### config.mk
export PLATFORM = sky130hd
export DESIGN_NAME = int_src_sync
export DESIGN_NICKNAME = d
export VERILOG_FILES = /design/src/rtl/int_pkg.sv /design/src/rtl/int_tgl_rx.sv /design/src/rtl/int_src_sync.sv
export SDC_FILE = /design/constraint.sdc
export NUM_CORES = 1
export LEC_CHECK = 0
export CAP_MARGIN = 20
export CORE_ASPECT_RATIO = 0.7
export CORE_MARGIN = 1
export CORE_UTILIZATION = 29
export DETAILED_ROUTE_END_ITERATION = 7
export GPL_TIMING_DRIVEN = 1
export PLACE_DENSITY = 0.58
export SLEW_MARGIN = 5
export SYNTH_ARGS = -nofsm -noshare
export SYNTH_HDL_FRONTEND = slang
export SYNTH_SLANG_ARGS = --single-unit
export TNS_END_PERCENT = 100
### constraint.sdc
create_clock -name clk_32k -period 0.8 [get_ports clk_32k]
set_input_delay 0.16 -clock clk_32k [delete_from_list [all_inputs] [get_ports clk_32k]]
set_output_delay 0.16 -clock clk_32k [all_outputs]
set_load 0.1 [all_outputs]
### src/rtl/int_pkg.sv
// int_pkg: interrupt-vector sizing and source bit indices shared by int_ctrl
// and its 32 kHz input stage int_src_sync.
package int_pkg;

    localparam int INT_NW    = 11;
    localparam int INT_DEB_W = 4;

    localparam int INT_IDX_RESET       = 0;
    localparam int INT_IDX_FIFO_UPOV   = 1;
    localparam int INT_IDX_FIFO_DOWNOV = 2;
    localparam int INT_IDX_FIFO_WL     = 3;
    localparam int INT_IDX_TIMER       = 4;
    localparam int INT_IDX_USER        = 5;
    localparam int INT_IDX_FRAME_DONE  = 6;
    localparam int INT_IDX_SAMPLE_ERR  = 7;
    localparam int INT_IDX_CAP_CANCEL  = 8;
    localparam int INT_IDX_LDO_OV      = 9;
    localparam int INT_IDX_CIRCUIT_EXC = 10;

endpackage

### src/rtl/int_tgl_rx.sv
// int_tgl_rx: one toggle-handshake receiver into clk_32k. Emits a registered
// one-cycle pulse per received toggle once primed; ack mirrors the consumed toggle.
module int_tgl_rx (
    input  logic clk_32k,
    input  logic rst_n,
    input  logic req_tgl,
    input  logic primed,
    output logic pulse,
    output logic ack_tgl
);

    logic s1_q, s1_d;
    logic s2_q, s2_d;
    logic s3_q, s3_d;
    logic pulse_q, pulse_d;

    // Next-state: three-stage shift, pulse on s2/s3 disagreement once primed.
    always_comb begin
        s1_d    = req_tgl;
        s2_d    = s1_q;
        s3_d    = s2_q;
        pulse_d = (s2_q ^ s3_q) & primed;
    end

    // State registers.
    always_ff @(posedge clk_32k or negedge rst_n) begin
        if (!rst_n) begin
            s1_q    <= 1'b0;
            s2_q    <= 1'b0;
            s3_q    <= 1'b0;
            pulse_q <= 1'b0;
        end else begin
            s1_q    <= s1_d;
            s2_q    <= s2_d;
            s3_q    <= s3_d;
            pulse_q <= pulse_d;
        end
    end

    assign pulse   = pulse_q;
    assign ack_tgl = s3_q;

endmodule

### src/rtl/int_src_sync.sv
// int_src_sync: brings int_ctrl's foreign-domain inputs into clk_32k.
// Define INT_SRC_SYNC_DEBOUNCE_EN to compile in the analog-flag debouncers.
module int_src_sync
    import int_pkg::*;
#(
    parameter int NW    = INT_NW,
    parameter int DEB_W = INT_DEB_W
) (
    input  logic             clk_32k,
    input  logic             rst_n,
    input  logic [NW-1:0]    clr_req_tgl,
    output logic [NW-1:0]    clr_ack_tgl,
    input  logic             user_req_tgl,
    output logic             user_ack_tgl,
    input  logic             timer_on_a,
    input  logic             frame_on_a,
    input  logic             ldo_ov_a,
    input  logic             circuit_exc_a,
    input  logic [DEB_W-1:0] rg_deb_len,
    output logic [NW-1:0]    int_clr_sync,
    output logic             user_trig_sync,
    output logic             timer_on_sync,
    output logic             frame_on_sync,
    output logic             ldo_ov_flag,
    output logic             circuit_exc_flag
);

    logic [1:0]  prime_cnt_q, prime_cnt_d;
    logic        primed_s;
    logic [NW:0] req_all_s, ack_all_s, pulse_all_s;

    // Prime counter: saturates at 3 so stale toggles across reset are absorbed.
    always_comb begin
        if (prime_cnt_q == 2'd3) begin
            prime_cnt_d = 2'd3;
        end else begin
            prime_cnt_d = prime_cnt_q + 2'd1;
        end
    end

    // Prime counter register.
    always_ff @(posedge clk_32k or negedge rst_n) begin
        if (!rst_n) begin
            prime_cnt_q <= 2'd0;
        end else begin
            prime_cnt_q <= prime_cnt_d;
        end
    end

    assign primed_s  = (prime_cnt_q == 2'd3);
    assign req_all_s = {user_req_tgl, clr_req_tgl};

    for (genvar i = 0; i < NW + 1; i++) begin : g_tgl
        int_tgl_rx u_rx (
            .clk_32k (clk_32k),
            .rst_n   (rst_n),
            .req_tgl (req_all_s[i]),
            .primed  (primed_s),
            .pulse   (pulse_all_s[i]),
            .ack_tgl (ack_all_s[i])
        );
    end

    assign int_clr_sync   = pulse_all_s[NW-1:0];
    assign user_trig_sync = pulse_all_s[NW];
    assign clr_ack_tgl    = ack_all_s[NW-1:0];
    assign user_ack_tgl   = ack_all_s[NW];

    // Bit 0: timer_on, bit 1: frame_on, bit 2: ldo_ov, bit 3: circuit_exc.
    logic [3:0] sync1_q, sync1_d, sync2_q, sync2_d;

    // Two-flop synchroniser next state for all level inputs.
    always_comb begin
        sync1_d = {circuit_exc_a, ldo_ov_a, frame_on_a, timer_on_a};
        sync2_d = sync1_q;
    end

    // Synchroniser registers.
    always_ff @(posedge clk_32k or negedge rst_n) begin
        if (!rst_n) begin
            sync1_q <= 4'd0;
            sync2_q <= 4'd0;
        end else begin
            sync1_q <= sync1_d;
            sync2_q <= sync2_d;
        end
    end

    assign timer_on_sync = sync2_q[0];
    assign frame_on_sync = sync2_q[1];

`ifdef INT_SRC_SYNC_DEBOUNCE_EN
    logic [1:0][DEB_W-1:0] dcnt_q, dcnt_d;
    logic [1:0]            flt_q, flt_d;

    // True once the count reaches len-1 (or has overshot after a len change).
    function automatic logic deb_hit(input logic [DEB_W-1:0] cnt,
                                     input logic [DEB_W-1:0] len);
        logic [DEB_W:0] nxt;
        nxt = {1'b0, cnt} + {{DEB_W{1'b0}}, 1'b1};
        return (nxt >= {1'b0, len});
    endfunction

    // Debounce next state for ldo_ov (0) and circuit_exc (1).
    always_comb begin
        dcnt_d = dcnt_q;
        flt_d  = flt_q;
        for (int f = 0; f < 2; f++) begin
            if (rg_deb_len == {DEB_W{1'b0}}) begin
                flt_d[f]  = sync2_q[f+2];
                dcnt_d[f] = {DEB_W{1'b0}};
            end else if (sync2_q[f+2] == flt_q[f]) begin
                dcnt_d[f] = {DEB_W{1'b0}};
            end else if (deb_hit(dcnt_q[f], rg_deb_len)) begin
                flt_d[f]  = sync2_q[f+2];
                dcnt_d[f] = {DEB_W{1'b0}};
            end else begin
                dcnt_d[f] = dcnt_q[f] + {{(DEB_W-1){1'b0}}, 1'b1};
            end
        end
    end

    // Debounce registers.
    always_ff @(posedge clk_32k or negedge rst_n) begin
        if (!rst_n) begin
            dcnt_q <= '0;
            flt_q  <= 2'd0;
        end else begin
            dcnt_q <= dcnt_d;
            flt_q  <= flt_d;
        end
    end

    assign ldo_ov_flag      = flt_q[0];
    assign circuit_exc_flag = flt_q[1];
`else
    logic unused_deb_len_s;
    assign unused_deb_len_s = ^rg_deb_len;

    assign ldo_ov_flag      = sync2_q[2];
    assign circuit_exc_flag = sync2_q[3];
`endif

endmodule

Word-level counts from Yosys, hierarchy flattened
Cells that the tools add are included.
W data, S select, Z words.

storage, ports and cells
  bits in registers = 58
  bits of input ports = 22
  output and inout port bits = 28
  logic and storage cells = 78

operators by class
  $add $sub $neg = 1
  eq/ne operators = 1
  multiplexer cells = 1
  bitwise gates (word level) = 24

operator list
  cell                   count
  $and A1 B1 Y1          12
  $xor A1 B1 Y1          12
  $add A2 B1 Y2 const B  1
  $eq A2 B2 Y1 const B   1
  $mux W2                1

Logic depth before layout (Yosys ltp)
Gate-level depths: netlist of run 1.

  word-level depth = 2
  depth in mapped cells = 3
  depth with buffers taken out = 2

Cells and area by module
Synthesis of run 1 repeated with hierarchy kept, for this count alone.

second synthesis, totals
  cell total of the unflattened synthesis = 85
  area total of the unflattened synthesis = 1651.6 um2

by module, submodules not included
  module        instances  cells each  area each (um2)  seq. area each (um2)
  int_tgl_rx    12         6           115.1            100.1
  int_src_sync  1          13          270.3            250.2

Least setup slack after synthesis of run 1
No wires, ideal clock.

  path kind = register -> register
  start = reg g_tgl[11].u_rx.s3_q
  end = reg g_tgl[11].u_rx.pulse_q
  setup time = 0.121 ns
  data arrival time = 1.148 ns
  data required time = 0.679 ns
  slack = -0.469 ns
  cell stages (with the launch flop) = 3
  path buffers = 0
  clock period less this slack = 1.269 ns
  path through = dfrtp_1 > xnor2_1 > nor2_1

on the way
  word-level cells in the longest chain between the ends = 2

ends and longest elaborated chain
  item                        line              RTL
  start: declaration          int_tgl_rx.sv:14  logic s3_q, s3_d;
  start signal: assignment    int_tgl_rx.sv:30  s3_q <= 1'b0;
  start signal: assignment    int_tgl_rx.sv:35  s3_q <= s3_d;
  $xor A1 B1 Y1               int_tgl_rx.sv:22  pulse_d = (s2_q ^ s3_q) & primed;
  $and A1 B1 Y1               int_tgl_rx.sv:22
  via g_tgl[11].u_rx.pulse_d  int_tgl_rx.sv:15  logic pulse_q, pulse_d;
  end signal: assignment      int_tgl_rx.sv:36  pulse_q <= pulse_d;
  end: declaration            int_tgl_rx.sv:15

The timed path passes the listed nets, and every way through them passes these cells.

Worst setup path after layout of run 1
  start = reg g_tgl[11].u_rx.s3_q
  end = out user_ack_tgl

RTL lines
  item              line                RTL
  end: declaration  int_src_sync.sv:14  output logic user_ack_tgl,

No word-level cell between the ends.

==> impl_metrics.env, run 1 <==
export IMPL_min_path_type="in -> reg"
export IMPL_violations="setup timing"
export IMPL_crit_family="flip-flops"
export IMPL_use_met2=0.1569
export IMPL_finalCriticalPeriod_ns=1.150
export IMPL_clock_sinks=58
export IMPL_max_freq_ghz=0.8694
export IMPL_synth_seq_area_share=0.8067
export IMPL_overflow=0
export IMPL_rsz0062_at_grt="true"
export IMPL_cts_root_buf="clkbuf_8"
export IMPL_outcome="finished with violations"
export IMPL_crit_path_top_delay_cell="dfrtp_4"
export IMPL_p_sw_mw=2.158
export IMPL_drv_slew=0
export IMPL_critPathLaunchType="flip-flop"
export IMPL_slew_headroom=0.8018
export IMPL_io_pins=50
export IMPL_worstSkewPairLatency_ns=0.33
export IMPL_vias=895
export IMPL_layout_commonest_cell="dfrtp_1"
export IMPL_cts_made_buffers=9
export IMPL_post_drt_wl_per_cell_um=11.89
export IMPL_path_buf_inv=1
export IMPL_post_route_period_util=1.438
export IMPL_io_buffers=45
export IMPL_p_leak_nw=1.344
export IMPL_endpoint_kind="primary output"
export IMPL_fin_ws_ns=-0.3502
export IMPL_gr_usage_all_layers=0.1048
export IMPL_use_met3=0.07333
export IMPL_p_int_mw=5.586
export IMPL_fin_util=0.5119
export IMPL_core_area_mm2=0.005842
export IMPL_worst_slew_pin_slew_ns=0.2972
export IMPL_vias_per_cell=3.745
export IMPL_area_delta_synth_final_pct=66.20
export IMPL_r2r_start="g_tgl[11].u_rx.ack_tgl"
export IMPL_syn_area_per_cell_um2=16.66
export IMPL_dp_hpwl_mm=1.769
export IMPL_syn_nets=130
export IMPL_critPathCapture="user_ack_tgl"
export IMPL_drc=0
export IMPL_p_clk_frac=0.374
export IMPL_swShare=0.2786
export IMPL_setup_violations=40
export IMPL_path_cells="buf_12"
export IMPL_cts_buffer_depth=2
export IMPL_criticalPathCategory="reg -> out"
export IMPL_antenna_found_initial=0
export IMPL_htreeDepth=3
export IMPL_final_hold_violation_count=0
export IMPL_dp_cells=206
export IMPL_crit_start="g_tgl[11].u_rx.ack_tgl"
export IMPL_die_w_um=96.15
export IMPL_path_clk_slew_ns=0.06
export IMPL_share_comb_of_total_power=0.205
export IMPL_tns_ns=-9.022
export IMPL_yosys_warnings=0
export IMPL_critical_path_depth=1
export IMPL_ant_nets=0
export IMPL_r2r_cells=4
export IMPL_cpPeakStageDelay_ns=0.49
export IMPL_r2r_end="g_tgl[11].u_rx.pulse"
export IMPL_grt_max_degree=59
export IMPL_initial_core_util=0.3080
export IMPL_ir_drop_mv=1.761
export IMPL_p_seq_frac=0.421
export IMPL_critical_path_required_ns=0.64
export IMPL_regToRegSetupSlack_ns=-0.20
export IMPL_drtPass1Iterations=3
export IMPL_gp_congestion=0.6300
export IMPL_cp_arrival_ns=0.99
export IMPL_syn_area_mm2=0.001799
export IMPL_ys_seq_elements=58
export IMPL_max_cap_viol_count=0
export IMPL_wl_mm=2.842
export IMPL_fin_skew_ns=0.004511
export IMPL_rows=23
export IMPL_synthDistinctLibCells=8
export IMPL_diodes=0
export IMPL_grt_pass1_vias=977
export IMPL_grtUsageMet1=0.1107
export IMPL_drtIter0Drc=17
export IMPL_final_cells=239
export IMPL_grt_pass1_wl_mm=4.595
export IMPL_crit_fanout=2
export IMPL_mostFrequentLayoutCells="dfrtp_1, buf_12, clkdlybuf4s50_1, buf_6"
export IMPL_drive_gt1_frac=0.5000
export IMPL_synth_cells=108
export IMPL_cts_tree="yes"
export IMPL_die_h_um=67.90
export IMPL_globalRoute_busiestLayer="met2"
export IMPL_power_density_mw_per_mm2=2589
export IMPL_finish_net_count=181
export IMPL_die_area_mm2=0.006528
[cells by family after synthesis]
| family | share of synthesized area |
|---|---|
| flip-flops | 0.8067 |
| AND/OR/NAND/NOR | 0.03686 |
| XOR/XNOR | 0.05841 |
| buffers and inverters | 0.09805 |
[Yosys cell counts, drive strengths merged]
library cell,n,area [um2]
xnor2,12,105.1
or2,1,6.260
nor2,12,45.04
nand2,1,6.260
buf,23,176.4
or2b,1,8.760
dfrtp,58,1451
[power by group through the flow]
stage / Clock (mW) / Sequential, mW / Combinational [mW]
after detailed placement: 0 / 3.31 / 1.45
after floorplan: 0 / 3.37 / 0.846
after CTS: 3.01 / 3.26 / 1.58
final: 2.89 / 3.26 / 1.59
after global routing: 3.11 / 3.28 / 1.65
after global placement: 0 / 3.30 / 1.44
[per-stage QoR]
| step | power [mW] | hold WS, ns | setup slack (ns) | cell area (um2) |
|---|---|---|---|---|
| after floorplan | 4.214 | -0.1356 | -0.1409 | 1822 |
| after global placement | 4.741 | 0.1770 | -0.01358 | 2485 |
| after detailed placement | 4.766 | 0.1881 | -0.03699 | 2485 |
| after CTS | 7.853 | 0.2402 | -0.3767 | 2945 |
| after global routing | 8.041 | 0.2431 | -0.3855 | 2990 |
| final | 7.743 | 0.2656 | -0.3502 | 2990 |
[registers in the layout, summed over array words and instances, names as in the netlist]
register            flops
g_tgl.u_rx.ack_tgl     12
g_tgl.u_rx.pulse       12
g_tgl.u_rx.s1_q        12
g_tgl.u_rx.s2_q        12
sync1_q                 4
sync2_q                 4
prime_cnt_q             2
[repair_timing]
item / 4_1_cts / 5_1_grt
pin swaps: 5 / 17
endpoints found under the setup margin: 41 / 41
hold buffers: 1 / 0
buffers inserted: 12 / 10
gates resized for setup: 26 / 10
hold endpoints to repair: 58 / 0
gates cloned: 0 / 0
[worst min-delay path by stage]
| stage | from | endpoint | slack (ns) | cells after the start |
|---|---|---|---|---|
| floorplan | rst_n | g_tgl[0].u_rx.ack_tgl | -0.14 | 0 |
| global placement | rst_n | g_tgl[3].u_rx.pulse | 0.18 | 2 |
| detailed placement | rst_n | g_tgl[10].u_rx.ack_tgl | 0.19 | 2 |
| CTS | timer_on_a | sync1_q[0] | 0.24 | 1 |
| global route | clr_req_tgl[6] | g_tgl[6].u_rx.s1_q | 0.24 | 1 |
| finish | clr_req_tgl[0] | g_tgl[0].u_rx.s1_q | 0.27 | 1 |
[routing by layer]
| layer | vias up | wire length (um) |
|---|---|---|
| li1 | 409 | - |
| met1 | 438 | 1097 |
| met2 | 42 | 1393 |
| met3 | 6 | 304 |
| met4 | 0 | 46 |
| met5 | - | 0 |
[area by class of cell]
type | count | area, um2
Timing Repair Buffer | 63 | 932.1
Multi-Input combinational cell | 27 | 271.5
Fill cell | 517 | 2851
Tap cell | 75 | 93.84
Clock inverter | 5 | 77.57
Sequential cell | 58 | 1474
Clock buffer | 11 | 141.4
Power figures use the tool's default switching activity.
==> run 2, diff against run 1 <==
--- a/config.mk
+++ b/config.mk
@@ -7,13 +7,14 @@
 export LEC_CHECK = 0
 export CAP_MARGIN = 20
 export CORE_ASPECT_RATIO = 0.7
-export CORE_MARGIN = 1
-export CORE_UTILIZATION = 29
+export CORE_MARGIN = 2
+export CORE_UTILIZATION = 40
 export DETAILED_ROUTE_END_ITERATION = 7
 export GPL_TIMING_DRIVEN = 1
-export PLACE_DENSITY = 0.58
+export PLACE_DENSITY = 0.76
 export SLEW_MARGIN = 5
 export SYNTH_ARGS = -nofsm -noshare
 export SYNTH_HDL_FRONTEND = slang
+export SYNTH_HIERARCHICAL = 1
 export SYNTH_SLANG_ARGS = --single-unit
 export TNS_END_PERCENT = 100
==> run 2 against run 1 <==
The run still ends with setup timing left. Via count up 1.2%. Worst hold slack better by 0.012 ns. Largest power group unchanged. Setup slack worse by 0.010 ns. Die area down 29%. Area after synthesis down 8.2%. Final cell count down 9.6%.
==> impl_metrics.env, run 2 <==
export IMPL_outcome="finished with violations"
export IMPL_violations="setup timing"
export IMPL_worstSkewPairLatency_ns=0.32
export IMPL_synth_area_leaders="dfrtp_1, xor2_1, and2_1"
export IMPL_crit_family="flip-flops"
export IMPL_synthDistinctLibCells=6
export IMPL_final_cells=216
export IMPL_cpPeakStageDelay_ns=0.50
export IMPL_synth_cells=85
export IMPL_critical_path_required_ns=0.64
export IMPL_min_path_type="in -> reg"
export IMPL_post_route_period_util=1.451
export IMPL_cts_buffer_depth=2
export IMPL_drtIter0Drc=28
export IMPL_mostFrequentLayoutCells="dfrtp_1, buf_12, dfrtp_4, clkdlybuf4s50_1"
export IMPL_io_pins=50
export IMPL_slew_headroom=0.8485
export IMPL_core_area_mm2=0.003946
export IMPL_diodes=0
export IMPL_synth_most_common_cell="dfrtp_1"
export IMPL_drtPass1Iterations=2
export IMPL_finish_net_count=181
export IMPL_ys_seq_elements=58
export IMPL_synth_edf_count=0
export IMPL_syn_nets=107
export IMPL_die_w_um=80.80
export IMPL_clock_sinks=58
export IMPL_syn_area_mm2=0.001652
export IMPL_p_leak_nw=1.247
export IMPL_path_buf_inv=1
export IMPL_syn_area_per_cell_um2=19.43
export IMPL_crit_path_top_delay_cell="dfrtp_4"
export IMPL_final_hold_violation_count=0
export IMPL_die_area_mm2=0.004667
export IMPL_fin_skew_ns=0.008831
export IMPL_vias_per_cell=4.194
export IMPL_rows=19
export IMPL_synth_top_cell_by_area="dfrtp_1"
export IMPL_yosys_warnings=6
export IMPL_tns_ns=-11.91
export IMPL_overflow=0
export IMPL_power_density_mw_per_mm2=2413
export IMPL_synth_seq_area_share=0.8788
export IMPL_cts_root_buf="clkbuf_8"
export IMPL_post_drt_wl_per_cell_um=13.69
export IMPL_finalCriticalPeriod_ns=1.161
export IMPL_netlist_top_cells_count="dfrtp_1, and2_1, xor2_1"
export IMPL_pre_cts_slack_ns=-0.1373
export IMPL_crit_fanout=2
export IMPL_path_cells="buf_12"
export IMPL_drive_gt1_frac=0.5244
export IMPL_cp_arrival_ns=1.00
export IMPL_dp_cells=186
export IMPL_critPathLaunchType="flip-flop"
export IMPL_fin_ws_ns=-0.3605
export IMPL_htreeDepth=3
export IMPL_io_buffers=45
export IMPL_wl_mm=2.958
export IMPL_endpoint_kind="primary output"
export IMPL_vias=906
export IMPL_yosysTopAreaCellShare=0.8788
export IMPL_area_delta_synth_final_pct=76.36
export IMPL_grt_pass1_vias=1060
export IMPL_rsz0062_at_grt="true"
export IMPL_cts_made_buffers=9
export IMPL_synth_flop_cell="dfrtp_1"
export IMPL_antenna_found_initial=0
export IMPL_gr_usage_all_layers=0.1530
export IMPL_ant_nets=0
export IMPL_grt_max_degree=33
export IMPL_max_cap_viol_count=0
export IMPL_initial_core_util=0.4185
export IMPL_path_clk_slew_ns=0.06
export IMPL_ys_async_sr_fraction=1.000
export IMPL_ir_drop_mv=1.652
export IMPL_setup_violations=41
export IMPL_worst_slew_pin_slew_ns=0.2273
export IMPL_drc=0
export IMPL_cts_tree="yes"
export IMPL_max_freq_ghz=0.8617
export IMPL_drv_slew=0
export IMPL_die_h_um=57.76
export IMPL_criticalPathCategory="reg -> out"
export IMPL_gp_congestion=0.6928
export IMPL_grt_pass1_wl_mm=4.912
-- run 2: changes by cell type in the layout (fill, tap and decap cells not counted), sizes merged, moves of 2 or more --
cell | before | now
xnor2 | 12 | 0
xor2 | 0 | 12
bufinv | 2 | 0
clkbuf | 11 | 15
nor2 | 12 | 0
and2 | 0 | 13
-- run 2: per-stage QoR --
stage / instance area (um2) / total power [mW] / utilization / hold slack [ns]
6_report: 2913 / 7.029 / 0.7381 / 0.2774
4_1_cts: 2898 / 7.112 / 0.7343 / 0.2601
3_3_place_gp: 2603 / 4.808 / 0.6595 / 0.1584
3_5_place_dp: 2603 / 4.845 / 0.6595 / 0.1662
2_1_floorplan: 1757 / 4.145 / - / -0.1356
5_1_grt: 2913 / 7.303 / 0.7381 / 0.2577
-- run 2: worst paths after layout --
kind,start,to,slack (ns),cells after the start
worst max-delay path,g_tgl[0].u_rx/ack_tgl,clr_ack_tgl[0],-0.36,1
worst min-delay path,clr_req_tgl[9],g_tgl[9].u_rx/s1_q,0.28,1
worst max register to register,g_tgl[7].u_rx/ack_tgl,g_tgl[7].u_rx/pulse,-0.31,4
worst min register to register,g_tgl[0].u_rx/s1_q,g_tgl[0].u_rx/s2_q,0.34,0
max in group asynchronous,rst_n,g_tgl[7].u_rx/ack_tgl,0.24,3
min in group asynchronous,rst_n,g_tgl[6].u_rx/pulse,0.36,3
-- run 2: kinds of logic after synthesis --
group	share of synthesized area
AND/OR/NAND/NOR	0.05758
XOR/XNOR	0.06364
flip-flops	0.8788
-- run 2: routing by layer --
layer | up-vias | part of all wire | global-route usage | wire length (um)
li1 | 407 | - | - | -
met1 | 460 | 0.36 | 0.1528 | 1070
met2 | 36 | 0.53 | 0.2574 | 1575
met3 | 3 | 0.10 | 0.09813 | 301
met4 | 0 | 0.0034 | 0.05811 | 10
met5 | - | 0 | 0 | 0
-- run 2: final cells by class --
| cell class | instances | area (um2) |
|---|---|---|
| well taps | 52 | 65.06 |
| clock inverters | 1 | 5.005 |
| multi-input cells | 27 | 200.2 |
| clock buffers | 15 | 156.4 |
| repair buffers | 63 | 929.6 |
| fillers | 262 | 1033 |
| flip-flops and latches | 58 | 1556 |
-- run 2: what timing repair did --
action	4_1_cts	5_1_grt
pin swaps	0	1
resized for setup	9	5
setup endpoints to repair	41	41
hold buffers	1	0
buffers inserted	12	5
hold endpoints to repair	58	0
-- run 2: power by group --
| group | internal [mW] | total (mW) | switching (mW) |
|---|---|---|---|
| clock network | 1.21 | 2.18 | 0.976 |
| registers | 3.18 | 3.31 | 0.136 |
| logic | 0.595 | 1.53 | 0.936 |
